===== src/rtl/fifo_arb_pkg.sv =====
// Shared types and constants for the two-port FIFO arbiter.
// FSM encoding and push/pop opcode values used by fifo_arb and its bench.
package fifo_arb_pkg;

   typedef enum logic [1:0] {
      ST_IDLE = 2'd0,
      ST_XFER = 2'd1,
      ST_RESP = 2'd2
   } state_t;

   localparam logic OP_PUSH = 1'b0;
   localparam logic OP_POP  = 1'b1;

   // A request is rejected when it would over- or under-run the FIFO.
   function automatic logic is_reject(input logic op, input logic full, input logic empty);
      return (op == OP_POP) ? empty : full;
   endfunction

endpackage


===== src/rtl/fifo_arb_rr_arb2.sv =====
// Two-way round-robin grant. The last-grant register starts at port 1
// so that port 0 wins the first tie.
module rr_arb2 (
   input  logic       i_clk,
   input  logic       i_rst,
   input  logic       i_en,
   input  logic [1:0] i_req,
   input  logic       i_upd,
   output logic       o_gnt,
   output logic       o_any
);

   logic last;

   always_comb begin
      o_any = |i_req;
      if (&i_req) o_gnt = ~last;
      else        o_gnt = ~i_req[0];
   end

   always_ff @(posedge i_clk or posedge i_rst) begin
      if (i_rst)              last <= 1'b1;
      else if (i_en && i_upd) last <= o_gnt;
   end

endmodule


===== src/rtl/fifo_arb.sv =====
// Shares one FIFO between two level-held requesters: round-robin grant,
// overflow/underflow rejection and the FIFO strobe/acknowledge handshake.
module fifo_arb
   import fifo_arb_pkg::*;
#(
   parameter  int WIDTH = 8,
   parameter  int DEPTH = 256,
   localparam int CW    = $clog2(DEPTH + 1)
) (
   input  logic             i_clk,
   input  logic             i_rst,
   input  logic             i_en,
   input  logic             i_req0,
   input  logic             i_req1,
   input  logic             i_op0,
   input  logic             i_op1,
   input  logic [WIDTH-1:0] i_wdata0,
   input  logic [WIDTH-1:0] i_wdata1,
   output logic             o_ack0,
   output logic             o_ack1,
   output logic             o_err0,
   output logic             o_err1,
   output logic [WIDTH-1:0] o_rdata,
   output logic [CW-1:0]    o_count,
   output logic             o_full,
   output logic             o_empty,
   output logic             o_fifo_en,
   output logic             o_fifo_set,
   output logic             o_fifo_get,
   output logic [WIDTH-1:0] o_fifo_data,
   input  logic             i_fifo_set,
   input  logic             i_fifo_get,
   input  logic [WIDTH-1:0] i_fifo_data
);

   state_t                 state, state_nxt;
   logic [1:0]             req, op;
   logic [1:0][WIDTH-1:0]  wdata;
   logic                   gnt, any_req, upd;
   logic                   sel_op, sel_rej, xfer_done;
   logic                   gnt_q, op_q, err_q;

   assign req   = {i_req1, i_req0};
   assign op    = {i_op1, i_op0};
   assign wdata = {i_wdata1, i_wdata0};

   assign o_fifo_en = i_en;
   assign o_full    = (o_count == CW'(DEPTH));
   assign o_empty   = (o_count == '0);

   assign sel_op    = op[gnt];
   assign sel_rej   = is_reject(sel_op, o_full, o_empty);
   assign xfer_done = (op_q == OP_POP) ? i_fifo_get : i_fifo_set;
   assign upd       = (state == ST_IDLE) && any_req;

   rr_arb2 u_arb (
      .i_clk (i_clk),
      .i_rst (i_rst),
      .i_en  (i_en),
      .i_req (req),
      .i_upd (upd),
      .o_gnt (gnt),
      .o_any (any_req)
   );

   always_ff @(posedge i_clk or posedge i_rst) begin
      if (i_rst)     state <= ST_IDLE;
      else if (i_en) state <= state_nxt;
   end

   always_comb begin
      state_nxt = state;
      case (state)
         ST_IDLE: if (any_req) state_nxt = sel_rej ? ST_RESP : ST_XFER;
         ST_XFER: if (xfer_done) state_nxt = ST_RESP;
         ST_RESP: state_nxt = ST_IDLE;
         default: state_nxt = ST_IDLE;
      endcase
   end

   always_comb begin
      o_ack0 = (state == ST_RESP) && !gnt_q;
      o_ack1 = (state == ST_RESP) &&  gnt_q;
      o_err0 = o_ack0 && err_q;
      o_err1 = o_ack1 && err_q;
   end

   // The strobe stays up until the FIFO acknowledges; the FIFO ignores
   // the second strobe cycle, so it never double-writes or double-reads.
   always_ff @(posedge i_clk or posedge i_rst) begin
      if (i_rst) begin
         gnt_q       <= 1'b0;
         op_q        <= OP_PUSH;
         err_q       <= 1'b0;
         o_fifo_set  <= 1'b0;
         o_fifo_get  <= 1'b0;
         o_fifo_data <= '0;
         o_rdata     <= '0;
         o_count     <= '0;
      end else if (i_en) begin
         case (state)
            ST_IDLE: begin
               if (any_req) begin
                  gnt_q <= gnt;
                  op_q  <= sel_op;
                  err_q <= sel_rej;
                  if (!sel_rej) begin
                     if (sel_op == OP_PUSH) begin
                        o_fifo_set  <= 1'b1;
                        o_fifo_data <= wdata[gnt];
                     end else begin
                        o_fifo_get  <= 1'b1;
                     end
                  end
               end
            end
            ST_XFER: begin
               if (xfer_done) begin
                  o_fifo_set <= 1'b0;
                  o_fifo_get <= 1'b0;
                  if (op_q == OP_POP) begin
                     o_rdata <= i_fifo_data;
                     o_count <= o_count - CW'(1);
                  end else begin
                     o_count <= o_count + CW'(1);
                  end
               end
            end
            default: ;
         endcase
      end
   end

endmodule


===== config.mk =====
export PLATFORM = sky130hd
export DESIGN_NAME = fifo_arb
export DESIGN_NICKNAME = d
export VERILOG_FILES = /design/src/rtl/fifo_arb_pkg.sv /design/src/rtl/fifo_arb_rr_arb2.sv /design/src/rtl/fifo_arb.sv
export SDC_FILE = /design/constraint.sdc
export NUM_CORES = 1
export LEC_CHECK = 0
export BUFFER_PORTS_ARGS = -buffer_cell sky130_fd_sc_hd__buf_2
export CAP_MARGIN = 20
export CELL_PAD_IN_SITES_DETAIL_PLACEMENT = 1
export CELL_PAD_IN_SITES_GLOBAL_PLACEMENT = 1
export CORE_ASPECT_RATIO = 2
export CORE_MARGIN = 5
export CORE_UTILIZATION = 37
export DETAILED_ROUTE_END_ITERATION = 7
export GPL_TIMING_DRIVEN = 0
export PLACE_DENSITY_LB_ADDON = 0.1
export SLEW_MARGIN = 30
export SYNTH_ARGS = -nofsm -noshare
export SYNTH_HDL_FRONTEND = slang
export SYNTH_SLANG_ARGS = --single-unit

===== constraint.sdc =====
create_clock -name i_clk -period 2.5 [get_ports i_clk]
set_input_delay 0.125 -clock i_clk [delete_from_list [all_inputs] [get_ports i_clk]]
set_output_delay 0.125 -clock i_clk [all_outputs]
set_load 0.02 [all_outputs]

Word level (Yosys, flattened, before mapping)
Cells that the tools add are included.
- bits of input ports: 33
- word-level logic and storage cells: 65
- bits in registers: 33
- output and inout port bits: 34
- eq/ne operators: 8
- bitwise logic cells: 4
- reduce and logical (&&, ||, !) cells: 19
- add/subtract/negate cells: 2
- magnitude comparators: 1
- muxes and demuxes: 21
- operators by type and width (cell ; count):
    $mux 8 ; 2
    $mux 1 ; 12
    $reduce_and 6->1 ; 2
    $ne 2x2->1 const B ; 5
    $add 9x1->9 const B ; 1
    $eq 9x9->1 const B ; 1
    $logic_not 9->1 ; 1
    $mux 9 ; 1
    $reduce_and 3->1 ; 3
    $sub 9x1->9 const B ; 1
    $logic_and 1x1->1 ; 6
    $mux 2 ; 3
    $reduce_and 5->1 ; 1
    $not 1->1 ; 4
    $pmux 1 s2 ; 2
    $pmux 2 s2 ; 1
    $reduce_and 4->1 ; 1
    $eq 2x1->1 const B ; 1
    $eq 2x2->1 const B ; 1
    $logic_not 2->1 ; 1
    $lt 1x2->1 const B ; 1
    $reduce_and 2->1 ; 1
    $reduce_bool 2->1 ; 1
    $reduce_or 2->1 ; 1
    $logic_not 1->1 ; 1

Longest topological paths before layout
Gate-level depths: netlist of run 1.
- word-level depth: 8
- depth in mapped cells: 8
- gate-level depth less buffers: 7

Cells and area by module
Synthesis of run 1 repeated with hierarchy kept, for this count alone.
- cell total of the unflattened synthesis: 193
- area, all modules: 1980.6 um^2
- by module, submodules not included (module ; times used ; sequential area each (um^2) ; area an instance (um^2) ; cells an instance):
    fifo_arb ; 1 ; 800.8 ; 1905.6 ; 186
    rr_arb2 ; 1 ; 26.3 ; 75.1 ; 7

Worst setup path after synthesis of run 1
No wires, ideal clock.
- path kind: register -> register
- start: reg op_q
- end: reg o_count[8]
- stages on the path, launching flop included: 9
- data required time: 2.350 ns
- arrival time: 1.990 ns
- period minus slack after synthesis: 2.140 ns
- setup time: 0.150 ns
- slack: 0.360 ns
- path through: dfrtp_1 > buf_2 > inv_1 > fa_1 > nand2b_1 > a21oi_1 > nor2_1 > a311oi_1 > o311ai_0
- word-level cells in the longest chain between the ends: 2
- elaborated cells between the ends (all ways): 3
- classes of those cells: 2 x mux; 1 x reduce/logical
- ends and longest elaborated chain (what ; line ; source):
    start: declaration ; fifo_arb.sv:41 ; logic gnt_q, op_q, err_q;
    start signal: assignment ; fifo_arb.sv:105 ; op_q <= sel_op;
    $mux 1 ; fifo_arb.sv:53 ; assign xfer_done = (op_q == OP_POP) ? i_fifo_get : i_fifo_set;
    $reduce_and 3->1 (no line) ; -- ;
    end signal: assignment ; fifo_arb.sv:123 ; o_count <= o_count - CW'(1);
    end signal: assignment ; fifo_arb.sv:125 ; o_count <= o_count + CW'(1);
    end: declaration ; fifo_arb.sv:24 ; output logic [CW-1:0] o_count,
Several ways; a longest one is shown, not always the timed one.
A chain may end at the register's enable or synchronous reset.

Final worst setup path of run 1
Ends and elaborated chain as after synthesis.

==> metrics.md, run 1 <==
| Metric | Value |
|---|---|
| Status | finished, final reports clean |
| Post-synthesis sequential area ratio | 0.439 |
| Worst setup EP type | register |
| Syn avg cell area | 10.8 µm² |
| Number of enable flip-flop cells after synthesis | 0 |
| Via-per-instance ratio | 5.35 |
| Max Slew Vio Count | 0 |
| Worst setup SP type | register |
| P_sw | 1.44 mW |
| Root Buffer | clkbuf_8 |
| Total Routing Usage GR | 0.179 |
| Slew HR | 0.515 |
| Post-detail-place hpwl | 4210 µm |
| Reg2reg path depth | 8 |
| Flop pwr share | 0.302 |
| Footprint of the multi-input gates | around 0.0010 mm² |
| R2r startpoint | op_q$_DFFE_PP0P_ |
| Yosys cell types | 43 |
| CORE AREA | 0.00491 mm² |
| Crit path to | o_count[8]$_DFFE_PP0P_ |
| Row count | 36 |
| Finished Cell Area | 0.00244 mm² |
| Area after DPL | approximately 0.0023 mm² |
| Die H | 111 µm |
| Antenna fix cells | 0 |
| Initial Util | 0.383 |
| Async set-reset flop share out of synthesis | 1.00 |
| Critical path arrival | 2.42 ns |
| Wire per inst | between 15 and 20 µm |
| GR Overflow Total | 0 |
| Cells after synthesis | 174 |
| Vias in the first global route | 1865 |
| Leakage | 1.21 nW |
| Largest net degree at the start of global routing | 34 |
| Initial antenna violation count | 0 |
| Final ANT Viol Nets | 0 |
| Clk slew on worst S/H paths | 0.07 ns |
| I/O Buffers | between 60 and 70 |
| Via count | 1647 |
| H-tree levels | 2 |
| Ratio of cells with drive above 1 in the final layout | 0.454 |
| Clk_lat worst skew | a little under 0.3 ns |
| Setup-failing EPs final | 0 |
| Internal power | 1.83 mW |
| Initial DRC count | 22 |
| # fillers | 591 |
| Crit Path Max Fanout | 9 |
| Synthesis-stage register bit count | 33 |
| Tcrit/Tclk final | 0.911 |
| Inserted Clock Buffers | 5 |
| DIE WIDTH | 60.4 µm |
| WS Path Type | register to register |
| Reg2Reg Setup Slack | approximately 0.22 ns |
| I/O pin cnt | 67 |
| Clock tree buffer depth | 2 |
| Unrepaired setup endpoints after global routing | false |
| CTS tree | yes |
| Setup TNS | 0 ns |
| Data required time at the worst endpoint | 2.64 ns |
| Worst r2r dst | o_count[8]$_DFFE_PP0P_ |
| Storage cell area | between 800 and 900 µm² |
| Worst Hold Class | input pin to register |
| Syn-to-layout area delta | 29.7% |
| DRC errors left | 0 |
| Net Count, Synth | 215 |
| Clock Power Share | 0.165 |
| Logic pwr share | 0.533 |
| Pre-Repair DR Iteration Count | 4 |
| # nets final | 291 |
| Main flop type after synthesis | dfrtp_1 |
| CP Launch Point | op_q$_DFFE_PP0P_ |
| Die area | around 0.0067 mm² |
| Pwr Density | around 1300 mW/mm² |
| Skew final | 0.00449 ns |
| Synth Warn # | 0 |
| Peak supply drop | 0.690 mV |
| First-pass GRT wire length | 9080 µm |
| Final Util | 0.497 |
| RePlAce Congestion | between 0.7 and 0.8 |
| Tmin final | 2.28 ns |
| Measured slew at the worst slew-check pin | between 0.7 and 0.8 ns |
| Wirelength, routed | 5390 µm |
| Final hold vios | 0 |
| Maxcap violations | 0 |
| Switching share of total power | 0.440 |
| CTS Sinks | 33 |
| Cell area after synthesis | 0.00188 mm² |
| Fmax achieved | 0.439 GHz |
-- cell usage in the layout, fill, tap and decap left out, types with 2 or more instances in the layout --
| cell | instances |
|---|---|
| buf_2 | 68 |
| dfrtp_1 | 31 |
| mux2_2 | 27 |
| nand2_1 | 14 |
| o21ai_0 | 10 |
| nor2_1 | 9 |
| inv_1 | 7 |
| ha_1 | 7 |
| clkbuf_8 | 6 |
| a21oi_1 | 5 |
| nand3_1 | 4 |
| xor2_1 | 3 |
| nand2b_1 | 3 |
| nor3_1 | 3 |
| o31ai_1 | 3 |
| xnor2_1 | 3 |
| nor2b_1 | 3 |
| buf_4 | 3 |
| and2_1 | 2 |
| a311oi_1 | 2 |
| o21a_1 | 2 |
| and3_1 | 2 |
| o21ai_2 | 2 |
| mux2i_1 | 2 |
| nor4_1 | 2 |
| clkbuf_1 | 2 |
| a211oi_1 | 2 |
| o211ai_1 | 2 |
-- cell type report --
type	instances	area share
well taps	57	0.0292
inverters	8	0.0123
multi-input cells	128	0.414
plain buffers	5	0.0118
flip-flops and latches	33	0.339
clock inverters	1	0.0123
clock buffers	7	0.0354
repair buffers	69	0.146
-- synth_stat cells (all sizes together), types with 3 or more instances --
cell type,number,area [µm²]
dfrtp,32,801
mux2,28,319
nand2,14,52.6
o21ai,12,67.6
nor2,9,33.8
inv,8,30.0
ha,7,87.6
a21oi,6,30.0
buf,4,22.5
nand3,4,20.0
nor3,4,31.3
nand2b,3,18.8
nor2b,3,18.8
o31ai,3,22.5
xnor2,3,26.3
xor2,3,26.3
-- state kept, by name, summed over array words and instances, names as in the netlist --
name         flops
u_arb.last       1
o_rdata          8
gnt_q            1
op_q             1
o_count          9
o_fifo_set       1
state            2
o_fifo_get       1
err_q            1
o_fifo_data      8
-- worst max-delay path, cell delays in order, from the launching register on --
cell and delay [ns]:
dfrtp_2 0.39, clkbuf_4 0.20, inv_1 0.09, fa_1 0.41, nand2b_1 0.22, a21oi_4 0.23
nor2_1 0.10, a311oi_1 0.30, o311ai_0 0.19
-- per-layer routing --
layer	up-vias	global-route usage	wire length [µm]
li1	782	-	-
met1	804	0.170	1790
met2	49	0.332	3110
met3	12	0.0571	333
met4	0	0.0709	153
met5	-	0	0
-- metrics by stage --
step                setup slack [ns]  power, mW  hold slack (ns)  instances
CTS                           0.0585       3.29           0.0436        306
finish                         0.223       3.27           0.0571        308
detailed placement            -0.250       2.71            0.302        297
global route                  0.0880       3.55           0.0473        308
floorplan                      0.360       2.16            0.253        174
global placement              -0.231       2.67            0.356        297
-- power by group through the flow --
stage          combinational, mW  sequential [mW]  clock, mW
3_5_place_dp                1.69             1.02          0
5_1_grt                     1.94             1.03      0.581
2_1_floorplan              0.930             1.23          0
4_1_cts                     1.72             1.01      0.554
6_report                    1.75            0.989      0.539
3_3_place_gp                1.66             1.00          0
-- cells by family (layout without fill, tap and decap cells) --
family	Yosys count	after routing	synth area share
AO/OA/AOI/OAI	37	37	0.136
XOR/XNOR	6	6	0.0279
adder cells (fa/ha/maj)	8	8	0.0572
buffers and inverters	13	90	0.0299
flip-flops	33	33	0.439
multiplexers	30	30	0.180
AND/OR/NAND/NOR	47	47	0.130
-- worst min-delay path by stage --
stage | depth (start not counted) | endpoint | slack (ns) | from
3_5_place_dp | 2 | o_fifo_data[6]$_DFFE_PP0P_ | 0.30 | i_rst
2_1_floorplan | 1 | err_q$_DFFE_PP0P_ | 0.25 | i_rst
4_1_cts | 2 | o_rdata[4]$_DFFE_PP0P_ | 0.04 | i_fifo_data[4]
5_1_grt | 2 | o_rdata[6]$_DFFE_PP0P_ | 0.05 | i_fifo_data[6]
3_3_place_gp | 2 | o_rdata[0]$_DFFE_PP0P_ | 0.36 | i_fifo_data[0]
6_report | 2 | o_rdata[4]$_DFFE_PP0P_ | 0.06 | i_fifo_data[4]
-- what timing repair did --
| action | 4_1_cts | 5_1_grt |
|---|---|---|
| endpoints found under the setup margin | 2 | 1 |
| buffers inserted | 0 | 2 |
| endpoints found under the hold margin | 32 | 0 |
| gates resized for setup | 3 | 1 |
| hold buffers | 1 | 0 |
No activity file was read; power rests on OpenSTA's default activity.
==> run 2, diff against run 1 <==
- CORE_UTILIZATION: 37 -> 40
- SETUP_SLACK_MARGIN: default -> 0.3
- clock period: 2.5 -> 2.96 ns (I/O delays scaled with it)
==> run 2 against run 1 <==
Compared with the run above:
- the flow now finishes with violations (negative hold slack)
- flip-flop and latch count is the same
- sequential power down 14%
- first-iteration DRC count increased by 27%
- routed wire length fell by 4.5%
- clock power decreased by 18%
- cell area is 1.6% lower
- sequential share of layout area increased by 0.50 points
- hold slack worse by 0.076 ns
- power fell by 17%
- fmax is 9.4% lower
- largest cell class unchanged
- highest routed layer unchanged
==> metrics.md, run 2 (synthesis gave the netlist of run 1 again) <==
| Metric | Value |
|---|---|
| I/O pin cnt | 67 (unchanged) |
| Initial Util | 0.409 (+0.0260) |
| Biggest regs | o_count (9), o_fifo_data (8), o_rdata (8) |
| Post-detail-place hpwl | 4100 µm (-2.7%) |
| First-pass GRT wire length | 8290 µm (-8.7%) |
| DRC errors left | 0 (unchanged) |
| Measured slew at the worst slew-check pin | 0.724 ns (-0.00337 ns) |
| Pwr Density | 1130 mW/mm² (-16%) |
| Leakage | 1.20 nW (-1.1%) |
| Clk slew on worst S/H paths | 0.07 ns (about the same) |
| Top reg by flops | o_count |
| DIE WIDTH | 58.5 µm (-3.2%) |
| Via-per-instance ratio | 5.40 (+0.97%) |
| Inserted Clock Buffers | 5 (unchanged) |
| Setup-failing EPs final | 0 (unchanged) |
| Reg2reg path depth | 8 (unchanged) |
| Total Routing Usage GR | 0.174 (-0.00543) |
| Max Slew Vio Count | 0 (unchanged) |
| Die H | 107 µm (-3.5%) |
| Most frequent cells in the layout | buf_2 (69), dfrtp_1 (32), mux2_2 (27) |
| Syn-to-layout area delta | 27.6% |
| Worst Hold Class | input pin to async pin |
| Violated checks | negative hold slack |
| Root Buffer | clkbuf_8 |
| Most common cell after layout, fill and taps aside | buf_2 |
| Data required time at the worst endpoint | 3.10 ns (+0.46 ns) |
| Clk_lat worst skew | 0.28 ns (about the same) |
| GR Overflow Total | 0 (unchanged) |
| Hold WS | -0.0193 ns (-0.0765 ns) |
| Slew HR | 0.517 (+0.00225) |
| Antenna fix cells | 0 (unchanged) |
| Worst setup EP type | register |
| Finished Cell Area | 0.00240 mm² (-1.6%) |
| Tcrit/Tclk final | 0.849 (-0.0615) |
| Final hold vios | 22 (+22) |
| Worst setup SP type | register |
| Skew final | 0.00640 ns (+0.00191 ns) |
| Reg2Reg Setup Slack | 0.45 ns (+0.22 ns) |
| CTS tree | yes |
| Critical path arrival | 2.65 ns (+0.23 ns) |
| Pre-Repair DR Iteration Count | 4 (unchanged) |
| Tmin final | 2.51 ns (+0.237 ns) |
| Ratio of cells with drive above 1 in the final layout | 0.448 (-0.00660) |
| Largest net degree at the start of global routing | 34 (unchanged) |
| H-tree levels | 2 (unchanged) |
| CORE AREA | 0.00460 mm² (-6.3%) |
| Crit Path Max Fanout | 9 (unchanged) |
| Largest register FFs | 9 (unchanged) |
| Max stage delay on crit path | 0.56 ns (+0.15 ns) |
| Vias in the first global route | 1751 (-6.1%) |
| Area after DPL | 0.00228 mm² (-0.11%) |
| Status | finished, violations left |
| Initial antenna violation count | 0 (unchanged) |
| I/O Buffers | 66 (unchanged) |
| Fmax achieved | 0.398 GHz (-9.4%) |
| Total power | 2.70 mW (-17%) |
| RePlAce Congestion | 0.861 (+8.7%) |
| # nets final | 288 (-1.0%) |
| Setup TNS | 0 ns (unchanged) |
| Row count | 35 (-2.8%) |
| Setup Buffers After CTS | 0 (unchanged) |
| Worst-path cell chain | buf_2 > inv_1 > fa_1 > nand2b_1 > a21oi_2 > nor2_1 > a311oi_1 > o311ai_0 |
| Final ANT Viol Nets | 0 (unchanged) |
| Slowest stage cell, crit path | dfrtp_1 |
| Unrepaired setup endpoints after global routing | false |
| Die area | 0.00626 mm² (-6.6%) |
| Initial DRC count | 28 (+27%) |
| Via count | 1636 (-0.67%) |
| CTS Sinks | 33 (unchanged) |
| Maxcap violations | 0 (unchanged) |
| Wire per inst | 17.0 µm (-2.9%) |
| WS Path Type | register to register |
| Clock tree buffer depth | 2 (unchanged) |
| Peak supply drop | 0.565 mV (-18%) |
| Placed Cells | 295 (-0.67%) |
| Wirelength, routed | 5150 µm (-4.5%) |
| Final std cells w/o fill | 303 (-1.6%) |
-- run 2: layer usage --
layer / vias up / share of wire / global-route usage
li1: 775 / - / -
met2: 47 / 0.58 / 0.325
met1: 805 / 0.34 / 0.164
met5: - / 0 / 0
met3: 9 / 0.059 / 0.0554
met4: 0 / 0.022 / 0.0746
-- run 2: what timing repair did --
item	CTS	global route
setup endpoints to repair	0	1
resized for setup	0	1
hold buffers	0	0
-- run 2: power by group --
part | switching (mW) | total [mW] | internal, mW
logic | 0.837 | 1.41 | 0.576
registers | 0.177 | 0.847 | 0.670
clock network | 0.168 | 0.443 | 0.275
total | 1.18 | 2.70 | 1.52
-- run 2: path summary, 6_finish.rpt --
| path | start | endpoint |
|---|---|---|
| min reg2reg | o_fifo_set$_DFFE_PP0P_ | o_fifo_set$_DFFE_PP0P_ |
| min | i_rst | o_rdata[6]$_DFFE_PP0P_ |
| min in group i_clk | i_fifo_data[6] | o_rdata[6]$_DFFE_PP0P_ |
| max | op_q$_DFFE_PP0P_ | o_count[8]$_DFFE_PP0P_ |
| max in group asynchronous | i_rst | o_count[7]$_DFFE_PP0P_ |
| max reg2reg | op_q$_DFFE_PP0P_ | o_count[8]$_DFFE_PP0P_ |
-- run 2: cell type report --
type	count	area, µm²
Inverter	8	30.0
Multi-Input combinational cell	128	1000
Clock buffer	7	86.3
Buffer	5	26.3
Tap cell	55	68.8
Fill cell	553	2200
Clock inverter	1	30.0
Sequential cell	33	827
Timing Repair Buffer	66	330
-- run 2: metrics by stage --
step	util	setup slack [ns]
3_3_place_gp	0.496	0.325
4_1_cts	0.521	0.308
3_5_place_dp	0.496	0.322
5_1_grt	0.522	0.329
6_report	0.522	0.446
2_1_floorplan	-	0.820
-- run 2: worst max-delay path: cells and delay by family (launching register included) --
kind                     cells  cell delay [ns]
AO/OA/AOI/OAI                3             0.72
adder cells (fa/ha/maj)      1             0.40
buffers and inverters        2             0.38
flip-flops                   1             0.56
AND/OR/NAND/NOR              2             0.31
==> run 3, diff against run 2 <==
- CORE_UTILIZATION: 40 -> 37
- clock period: 2.96 -> 2.54 ns (I/O delays scaled with it)
==> run 3 against run 2 <==
Compared with the run above:
- the flow now finishes without violations
- non-clock buffer count up 5
- via count grew 1.1%
- first-iteration DRC count decreased by 25%
- clock-buffer cell count is the same
- setup slack worse by 0.042 ns
- power is 20% higher
- combinational power is 23% higher
- critical endpoint is now o_count[6]$_DFFE_PP0P_
- highest routed layer unchanged
==> metrics.md, run 3 (synthesis gave the netlist of run 1 again) <==
| Metric | Value |
|---|---|
| Clk slew on worst S/H paths | 0.07 ns (about the same) |
| H-tree levels | 2 (unchanged) |
| Clock Power Share | 0.163 (about the same) |
| Total power | 3.24 mW (+20%) |
| Worst setup EP type | register |
| Flop pwr share | 0.299 (-0.014) |
| Peak supply drop | 0.682 mV (+21%) |
| Pwr Density | 1320 mW/mm² (+17%) |
| Final worst setup slack | 0.404 ns (-0.0421 ns) |
| Crit Path Max Fanout | 7 (-2) |
| Pre-CTS setup slack | -0.210 ns (-0.532 ns) |
| Tmin final | 2.14 ns (-0.378 ns) |
| Inserted Clock Buffers | 5 (unchanged) |
| Clock tree buffer depth | 2 (unchanged) |
| Largest register FFs | 9 (unchanged) |
| Crit path buf inv count | 2 (unchanged) |
| Skew final | 0.00393 ns (-0.00247 ns) |
| Data required time at the worst endpoint | 2.74 ns (-0.36 ns) |
| Setup-failing EPs final | 0 (unchanged) |
| Largest net degree at the start of global routing | 34 (unchanged) |
| Hold WS | 0.0622 ns (+0.0816 ns) |
| Leakage | 1.23 nW (+2.1%) |
| I/O Buffers | 66 (unchanged) |
| Die area | 0.00670 mm² (+7.0%) |
| Switching share of total power | 0.439 (+0.00147) |
| DIE WIDTH | 60.4 µm (+3.3%) |
| Max Slew Vio Count | 0 (unchanged) |
| Row count | 36 (+2.9%) |
| Initial Util | 0.383 (-0.0260) |
| Final Util | 0.500 (-0.0222) |
| Via-per-instance ratio | 5.34 (-1.2%) |
| Worst Hold Class | input pin to register |
| Biggest regs | o_count (9), o_fifo_data (8), o_rdata (8) |
| CTS tree | yes |
| Unrepaired setup endpoints after global routing | true |
| First-pass GRT wire length | 9070 µm (+9.4%) |
| Root Buffer | clkbuf_8 |
| Final hold vios | 0 (-100%) |
| RePlAce Congestion | 0.792 (-8.0%) |
| Internal power | 1.82 mW (+20%) |
| Wirelength, routed | 5380 µm (+4.4%) |
| Worst-path cell chain | buf_4 > ha_1 > o21ai_0 > a21oi_4 > buf_4 > o21a_1 > o21a_1 > o31ai_1 |
| DRC errors left | 0 (unchanged) |
| Syn-to-layout area delta | 30.5% |
| Vias in the first global route | 1861 (+6.3%) |
| Reg2reg path depth | 8 (unchanged) |
| Most frequent cells in the layout | buf_2 (68), dfrtp_1 (31), mux2_2 (27) |
| Worst setup SP type | register |
| Worst path depth | 8 (unchanged) |
| WS Path Type | register to register |
| P_sw | 1.42 mW (+20%) |
| Pre-Repair DR Iteration Count | 4 (unchanged) |
| Clk_lat worst skew | 0.29 ns (about the same) |
| Logic pwr share | 0.538 (+0.015) |
| Post-detail-place hpwl | 4210 µm (+2.7%) |
| Tcrit/Tclk final | 0.841 (-0.00836) |
| Initial DRC count | 21 (-25%) |
| Slew HR | 0.516 (-0.00110) |
| Max stage delay on crit path | 0.40 ns (-0.16 ns) |
| Most common cell after layout, fill and taps aside | buf_2 |
| GR Overflow Total | 0 (unchanged) |
| # nets final | 293 (+1.7%) |
| Slowest stage cell, crit path | dfrtp_2 |
| Total Routing Usage GR | 0.179 (+0.00520) |
| Via count | 1654 (+1.1%) |
| CTS Sinks | 33 (unchanged) |
| Setup TNS | 0 ns (unchanged) |
| Wire per inst | 17.3 µm (+2.1%) |
| # fillers | 594 (+7.4%) |
| Measured slew at the worst slew-check pin | 0.725 ns (+0.00165 ns) |
| Hold Crit Depth | 2 |
| Reg2Reg Setup Slack | 0.40 ns (-0.04 ns) |
| CP top delay family | compound AO/OA/AOI/OAI gates |
| CORE AREA | 0.00491 mm² (+6.8%) |
| Initial antenna violation count | 0 (unchanged) |
| Critical path arrival | 2.33 ns (-0.32 ns) |
| Maxcap violations | 0 (unchanged) |
| Status | finished, final reports clean |
| Fmax achieved | 0.468 GHz (+18%) |
| I/O pin cnt | 67 (unchanged) |
| Final ANT Viol Nets | 0 (unchanged) |
| Top reg by flops | o_count |
| Ratio of cells with drive above 1 in the final layout | 0.458 (+0.0109) |
| Die H | 111 µm (+3.6%) |
| Antenna fix cells | 0 (unchanged) |
[run 3: cell count changes in the layout (fill, tap and decap cells not counted), sizes merged]
cell,delta
buf,+4
dlygate4sd3,+1
[run 3: per-stage QoR]
stage                     instances  instance area (µm²)
after floorplan                 174                 1880
after global placement          297                 2280
after detailed placement        297                 2280
after CTS                       307                 2430
after global routing            310                 2450
final                           310                 2450
[run 3: path summary, 6_finish.rpt]
check                                  startpoint                endpoint
max in group asynchronous                   i_rst        op_q$_DFFE_PP0P_
min in group asynchronous                   i_rst  o_rdata[6]$_DFFE_PP0P_
min                                i_fifo_data[4]  o_rdata[4]$_DFFE_PP0P_
max                              op_q$_DFFE_PP0P_  o_count[6]$_DFFE_PP0P_
max reg2reg                      op_q$_DFFE_PP0P_  o_count[6]$_DFFE_PP0P_
min reg2reg                o_fifo_set$_DFFE_PP0P_  o_fifo_set$_DFFE_PP0P_
[run 3: worst register-to-register path, delay by kind of cell, from the launching register on]
| family | cells | cell delay [ns] |
|---|---|---|
| buf+inv | 2 | 0.32 |
| fa+ha+maj | 1 | 0.35 |
| flops | 1 | 0.40 |
| compound gates | 5 | 0.97 |
[run 3: power groups by stage]
| stage | registers (mW) | logic, mW | clock network, mW |
|---|---|---|---|
| 2_1_floorplan | 1.21 | 0.915 | 0 |
| 3_3_place_gp | 0.989 | 1.64 | 0 |
| 3_5_place_dp | 1.00 | 1.67 | 0 |
| 4_1_cts | 0.976 | 1.73 | 0.546 |
| 5_1_grt | 1.01 | 1.93 | 0.572 |
| 6_report | 0.968 | 1.74 | 0.528 |
[run 3: final cells by class]
type | count | area [µm²] | share of cell area
Buffer | 5 | 28.8 | 0.0117
Clock buffer | 7 | 86.3 | 0.0352
Clock inverter | 1 | 30.0 | 0.0122
Inverter | 8 | 30.0 | 0.0122
Multi-Input combinational cell | 128 | 1010 | 0.411
Sequential cell | 33 | 828 | 0.337
Tap cell | 57 | 71.3 | 0.0291
Timing Repair Buffer | 71 | 370 | 0.151
[run 3: metal layers]
metal / global-route usage / up-vias / wire [µm]
met5: 0 / - / 0
met4: 0.0709 / 0 / 146
met3: 0.0559 / 11 / 318
met2: 0.332 / 49 / 3120
met1: 0.171 / 807 / 1790
li1: - / 787 / -
[run 3: repair_timing]
action | 4_1_cts | 5_1_grt
hold buffers | 1 | 0
endpoints found under the setup margin | 2 | 1
buffers inserted | 1 | 3
pin swaps | 0 | 2
endpoints found under the hold margin | 32 | 0
gates resized for setup | 4 | 1
